[config.mk]
export PLATFORM = sky130hd
export DESIGN_NAME = bp_pht_local_flat
export DESIGN_NICKNAME = d
export VERILOG_FILES = /design/src/rtl/bp_pkg.sv /design/src/rtl/bp_pht_local_if.sv /design/src/rtl/bp_pht_ram.sv /design/src/rtl/bp_pht_local.sv /design/src/flat_wrapper.sv
export SDC_FILE = /design/constraint.sdc
export NUM_CORES = 2
export LEC_CHECK = 0
export CAP_MARGIN = 30
export CORE_MARGIN = 4
export CORE_UTILIZATION = 25
export DETAILED_ROUTE_END_ITERATION = 10
export DONT_BUFFER_PORTS = 1
export PLACE_DENSITY = 0.44
export SYNTH_ARGS = -nofsm -noshare
export SYNTH_HDL_FRONTEND = slang
export SYNTH_SLANG_ARGS = --single-unit
[constraint.sdc]
create_clock -name clk -period 63.3 [get_ports clk]
set_input_delay 12.66 -clock clk [delete_from_list [all_inputs] [get_ports clk]]
set_output_delay 12.66 -clock clk [all_outputs]
set_load 0.01 [all_outputs]
[src/rtl/bp_pkg.sv]
// Shared branch-predictor types, index hash and 2-bit saturating counter helpers.
package bp_pkg;

  localparam int unsigned HIST_W    = 10;
  localparam int unsigned PC_LSB    = 2;
  localparam int unsigned PHT_DEPTH = 1 << HIST_W;

  typedef logic [1:0]        ctr2_t;
  typedef logic [HIST_W-1:0] pht_idx_t;

  localparam ctr2_t CTR_SNT = 2'd0;
  localparam ctr2_t CTR_WNT = 2'd1;
  localparam ctr2_t CTR_WT  = 2'd2;
  localparam ctr2_t CTR_ST  = 2'd3;

  function automatic ctr2_t sat_update(ctr2_t ctr, logic taken);
    if (taken) begin
      return (ctr == CTR_ST) ? CTR_ST : ctr2_t'(ctr + 2'd1);
    end
    return (ctr == CTR_SNT) ? CTR_SNT : ctr2_t'(ctr - 2'd1);
  endfunction

  function automatic pht_idx_t pht_hash(pht_idx_t hist, logic [63:0] pc);
    return hist ^ pc[PC_LSB+HIST_W-1:PC_LSB];
  endfunction

endpackage

[src/rtl/bp_pht_local_if.sv]
// Fetch-request, training and prediction signals of the local PHT.
interface bp_pht_local_if;
  import bp_pkg::*;

  logic        req_valid_i;
  logic [63:0] pc_i;
  pht_idx_t    bhr_i;
  logic        update_en_i;
  logic [63:0] pc_u_i;
  pht_idx_t    bhr_u_i;
  logic        taken_u_i;
  logic        ready_o;
  logic        pred_valid_o;
  logic        pred_taken_o;
  ctr2_t       pred_ctr_o;

  modport master (
    output req_valid_i, pc_i, bhr_i, update_en_i, pc_u_i, bhr_u_i, taken_u_i,
    input  ready_o, pred_valid_o, pred_taken_o, pred_ctr_o
  );

  modport slave (
    input  req_valid_i, pc_i, bhr_i, update_en_i, pc_u_i, bhr_u_i, taken_u_i,
    output ready_o, pred_valid_o, pred_taken_o, pred_ctr_o
  );

endinterface

[src/rtl/bp_pht_ram.sv]
// 2-bit counter storage: two async read ports (predict, train RMW), one sync write port.
module bp_pht_ram
  import bp_pkg::*;
(
  input  logic     clk_i,
  input  logic     we_i,
  input  pht_idx_t waddr_i,
  input  ctr2_t    wdata_i,
  input  pht_idx_t raddr_a_i,
  output ctr2_t    rdata_a_o,
  input  pht_idx_t raddr_b_i,
  output ctr2_t    rdata_b_o
);

  ctr2_t mem [PHT_DEPTH];

  always_ff @(posedge clk_i) begin
    if (we_i) begin
      mem[waddr_i] <= wdata_i;
    end
  end

  assign rdata_a_o = mem[raddr_a_i];
  assign rdata_b_o = mem[raddr_b_i];

endmodule

[src/rtl/bp_pht_local.sv]
// Local-history PHT: init sweep after reset, registered 1-cycle prediction, 2-bit training.
module bp_pht_local
  import bp_pkg::*;
#(
  parameter ctr2_t INIT_CTR = CTR_WNT
) (
  input logic           clk,
  input logic           reset,
  bp_pht_local_if.slave pht
);

  typedef enum logic {StInit, StReady} state_e;

  state_e   state_q;
  pht_idx_t init_idx_q;
  logic     ready_q;
  logic     pred_valid_q;
  logic     pred_taken_q;
  ctr2_t    pred_ctr_q;

  pht_idx_t rd_idx, u_idx, waddr;
  ctr2_t    rd_ctr, u_ctr, upd_ctr, fwd_ctr, wdata;
  logic     do_upd, we;

  always_comb begin
    rd_idx  = pht_hash(pht.bhr_i, pht.pc_i);
    u_idx   = pht_hash(pht.bhr_u_i, pht.pc_u_i);
    upd_ctr = sat_update(u_ctr, pht.taken_u_i);
    do_upd  = (state_q == StReady) && pht.update_en_i;
    // Write port is shared: the sweep owns it in INIT, training owns it in READY.
    we      = reset && ((state_q == StInit) || do_upd);
    waddr   = (state_q == StInit) ? init_idx_q : u_idx;
    wdata   = (state_q == StInit) ? INIT_CTR : upd_ctr;
    fwd_ctr = (do_upd && (u_idx == rd_idx)) ? upd_ctr : rd_ctr;
  end

  bp_pht_ram u_ram (
    .clk_i     (clk),
    .we_i      (we),
    .waddr_i   (waddr),
    .wdata_i   (wdata),
    .raddr_a_i (rd_idx),
    .rdata_a_o (rd_ctr),
    .raddr_b_i (u_idx),
    .rdata_b_o (u_ctr)
  );

  always_ff @(posedge clk) begin
    if (!reset) begin
      state_q      <= StInit;
      init_idx_q   <= '0;
      ready_q      <= 1'b0;
      pred_valid_q <= 1'b0;
      pred_taken_q <= 1'b0;
      pred_ctr_q   <= CTR_SNT;
    end else begin
      unique case (state_q)
        StInit: begin
          pred_valid_q <= 1'b0;
          init_idx_q   <= init_idx_q + pht_idx_t'(1);
          if (init_idx_q == '1) begin
            state_q <= StReady;
            ready_q <= 1'b1;
          end
        end
        StReady: begin
          pred_valid_q <= pht.req_valid_i;
          if (pht.req_valid_i) begin
            pred_ctr_q   <= fwd_ctr;
            pred_taken_q <= fwd_ctr[1];
          end
        end
      endcase
    end
  end

  assign pht.ready_o      = ready_q;
  assign pht.pred_valid_o = pred_valid_q;
  assign pht.pred_taken_o = pred_taken_q;
  assign pht.pred_ctr_o   = pred_ctr_q;

endmodule
[src/flat_wrapper.sv]
// flat-port wrapper written by rule: the top's interface ports become plain ports
module bp_pht_local_flat import bp_pkg::*;
#(
  parameter ctr2_t INIT_CTR = CTR_WNT
)
  (clk, reset, pht_req_valid_i, pht_pc_i, pht_bhr_i, pht_update_en_i, pht_pc_u_i, pht_bhr_u_i, pht_taken_u_i, pht_ready_o, pht_pred_valid_o, pht_pred_taken_o, pht_pred_ctr_o);
  bp_pht_local_if pht_i ();
  input logic clk;
  input logic reset;
  input wire logic [$bits(pht_i.req_valid_i)-1:0] pht_req_valid_i;
  input wire logic [$bits(pht_i.pc_i)-1:0] pht_pc_i;
  input wire logic [$bits(pht_i.bhr_i)-1:0] pht_bhr_i;
  input wire logic [$bits(pht_i.update_en_i)-1:0] pht_update_en_i;
  input wire logic [$bits(pht_i.pc_u_i)-1:0] pht_pc_u_i;
  input wire logic [$bits(pht_i.bhr_u_i)-1:0] pht_bhr_u_i;
  input wire logic [$bits(pht_i.taken_u_i)-1:0] pht_taken_u_i;
  output wire logic [$bits(pht_i.ready_o)-1:0] pht_ready_o;
  output wire logic [$bits(pht_i.pred_valid_o)-1:0] pht_pred_valid_o;
  output wire logic [$bits(pht_i.pred_taken_o)-1:0] pht_pred_taken_o;
  output wire logic [$bits(pht_i.pred_ctr_o)-1:0] pht_pred_ctr_o;
  assign pht_i.req_valid_i = pht_req_valid_i;
  assign pht_i.pc_i = pht_pc_i;
  assign pht_i.bhr_i = pht_bhr_i;
  assign pht_i.update_en_i = pht_update_en_i;
  assign pht_i.pc_u_i = pht_pc_u_i;
  assign pht_i.bhr_u_i = pht_bhr_u_i;
  assign pht_i.taken_u_i = pht_taken_u_i;
  assign pht_ready_o = pht_i.ready_o;
  assign pht_pred_valid_o = pht_i.pred_valid_o;
  assign pht_pred_taken_o = pht_i.pred_taken_o;
  assign pht_pred_ctr_o = pht_i.pred_ctr_o;
  bp_pht_local #(.INIT_CTR(INIT_CTR)) u_core (.clk(clk), .reset(reset), .pht(pht_i));
endmodule
==> impl_metrics.tcl <==
set metrics [dict create \
    die_width_um 640 \
    skew_ns 0.0712 \
    ys_types 68 \
    cts_made_buffers 231 \
    worstPathRequired_ns 63.90 \
    io_pins 158 \
    rows 231 \
    crit_path_cell_trace "xor2_4 > buf_4 > buf_4 > buf_4 > buf_4 > buf_4 > mux4_2 > a22oi_1 > nand2_1 > o21ai_0 > nor4_1 > a311o_1 > nand4_1 > nand4_1 > maj3_2 > nand2b_4 > buf_4 > buf_16 > buf_4 > buf_4" \
    cp_common_cell "buf_4" \
    dieArea_um2 410000 \
    grt_pass1_wl_mm 530 \
    wirelength_mm 387 \
    synth_xor_area_frac 0.00451 \
    clockBufferDepth 4 \
    status "finished clean" \
    worstSetupEndpointType "flop" \
    synth_seq_area_share 0.619 \
    setup_viol 0 \
    vias_per_cell 5.42 \
    dp_cells 11200 \
    ant_nets 0 \
    fmax_ghz 0.0473 \
    yosysWarnings 0 \
    hold_buffers 0 \
    root_buffer "clkbuf_16" \
    start_util 0.252 \
    port_buffers 0 \
    core_um2 397000 \
    wl_per_cell_um 33.4 \
    whs_ns 0.540 \
    ys_async_sr_fraction 0 \
    grt_max_degree 230 \
    die_y_um 640 \
    syn_to_final_growth_pct 14.0 \
    cp_top_family "buffers and inverters" \
    critical_path_buf_inv_count 9 \
    drt-pass1-iter-count 6 \
    cts.sinks 2063 \
    synth_edf_count 2048 \
    layout-drive-gt1-share 0.251 \
    layoutNonFillerInstCount 11600 \
    tns_ns 0 \
    hold_violations 0 \
    nets 6301 \
    worstSkewPairLatency_ns 0.93 \
    drtIter0Drc 7936 \
    maxCapViolCount 0 \
    synthMuxAreaShare 0.227 \
    crit_fanout 87 \
    fin_crit_sh 0.334 \
    fin_crit_ns 21.14 \
    synth-compound-area-share 0.0508 \
    synth_area_leaders "edfxtp_1, mux4_2, nor2_1, nand2_1, a22oi_1" \
    syn-num-nets 6393 \
    ir_drop_mv 0.0222 \
    grt_util_all_layers 0.184 \
    synth_top_area_cell "edfxtp_1" \
    final_common_cell "edfxtp_1" \
    mostFrequentLayoutCells "edfxtp_1, nor2_1, mux4_2, nand2_1, clkbuf_16" \
    critPathLaunchType "primary input" \
    critPathKind "in2reg" \
    max_slew_margin 0.0930 \
    route.detailed.drc 0 \
    overflow 0 \
    h-tree-depth 4 \
    cpPeakStageDelay_ns 0.91 \
    cts_resized 0 \
    synth-main-ff-cell "edfxtp_1" \
    synth_area_per_cell_um2 16.0 \
    arrival_ns 21.73 \
    rsz0062_at_grt "false" \
    path_clk_slew_ns 0.06 \
    worst_pin_slew_ns 1.36 \
    grt_pass1_vias 64300 \
    slew_viol_final 0 \
    synthSimpleGateAreaFrac 0.0687 \
    synth-seq-cells 2063 \
    synth_cells 6239 \
    place_ws_ns 40.75 \
    p_leak_nw 34.5 \
    cellPowerDensity_nw_per_um2 27.5 \
    synth_top_area_frac 0.616 \
    antenna_found_initial 34 \
    synth_top_family_by_area "multiplexers" \
    synthAdderAreaFrac 0.000351 \
    layout_setup_ws_ns 42.16 \
    via_count 62900 \
    gp_congestion 0.824 \
    hold_class "reg2reg" \
    dpl.hpwl_mm 230 \
    cts_tree "built" \
    cp_slowest_cell "nor4_1" \
    postCtsSetupBuffers 0 \
    netlist_area_um2 99800 \
]
==> worst min-delay path, delay by kind of cell, from the launching register on <==
family / cells / cell delay (ns)
DFF: 1 / 0.33
AOI/OAI and AO/OA: 2 / 0.16
==> cell type report <==
| class | count | area, um^2 |
|---|---|---|
| antenna | 10 | 25.0 |
| inverter | 3 | 11.3 |
| clock inverter | 139 | 1160 |
| clock buffer | 286 | 6050 |
| sequential | 2063 | 61800 |
| timing repair buffer | 245 | 2470 |
| fill | 39400 | 283000 |
| multi-input combinational | 3603 | 35700 |
| tap | 5242 | 6560 |
==> cell usage after synthesis (5+ instances only) <==
library cell / n
nor4_1: 29
a41o_1: 6
and2_1: 10
or4_1: 24
buf_6: 32
dfxtp_1: 15
nand3_1: 74
a221oi_1: 73
mux2i_1: 149
buf_1: 26
o221ai_1: 11
clkbuf_1: 340
buf_2: 107
a21oi_1: 219
buf_12: 12
xnor2_1: 31
a22o_1: 43
and3_1: 7
xor2_1: 13
mux4_2: 939
o21ai_0: 16
nor3_1: 5
nand4_1: 13
edfxtp_1: 2048
nand2_1: 474
a31oi_1: 21
nand2b_1: 5
o21ai_1: 9
a22oi_1: 211
a2111oi_0: 13
o22ai_1: 79
nor2_1: 1065
buf_4: 49
==> worst paths after layout <==
check	from	to	slack, ns	cells past startpoint
setup / recovery	pht_pc_u_i[2]	u_core.u_ram.mem[763][0]$_DFFE_PP_	42.16	20
hold / removal	u_core.init_idx_q[8]$_SDFFE_PN0N_	u_core.init_idx_q[8]$_SDFFE_PN0N_	0.54	2
setup reg to reg	u_core.u_ram.mem[752][0]$_DFFE_PP_	u_core.u_ram.mem[763][0]$_DFFE_PP_	56.53	12
hold reg to reg	u_core.init_idx_q[8]$_SDFFE_PN0N_	u_core.init_idx_q[8]$_SDFFE_PN0N_	0.54	2
==> logic make-up (layout without fill, tap and decap cells) <==
kind of cell / after synthesis / in the layout
flip-flops: 2063 / 2063
other: 0 / 10
XOR/XNOR: 48 / 48
buffers and inverters: 573 / 673
adder cells (fa/ha/maj): 3 / 3
AND/OR/NAND/NOR: 1720 / 1720
multiplexers: 1090 / 1090
AO/OA/AOI/OAI: 742 / 742
==> registers in the layout (all words and copies together) (netlist names) <==
signal                   flops
u_core.init_idx_q           10
u_core.state_q               1
u_core.pht.ready_o           1
u_core.pht.pred_ctr_o        2
u_core.pht.pred_valid_o      1
u_core.u_ram.mem          2048
==> per-stage QoR <==
stage	total power (W)	util	cell area [um^2]
floorplan	0.00170	-	99800
global placement	0.00183	0.267	106000
detailed placement	0.00183	0.268	106000
CTS	0.00315	0.286	114000
global route	0.00321	0.287	114000
finish	0.00313	0.287	114000
==> report_power, final <==
part,internal [W],switching (W)
logic,0.0000993,0.000226
registers,0.00148,0.000000394
clock network,0.000748,0.000574
==> routing by layer <==
layer	global-route usage	vias up	wire (um)
met4	0.0786	10	18100
met5	0	-	53
met3	0.0306	669	30100
met1	0.238	34100	152000
li1	-	25000	-
met2	0.305	3095	186000
(Power assumes the default switching activity.)
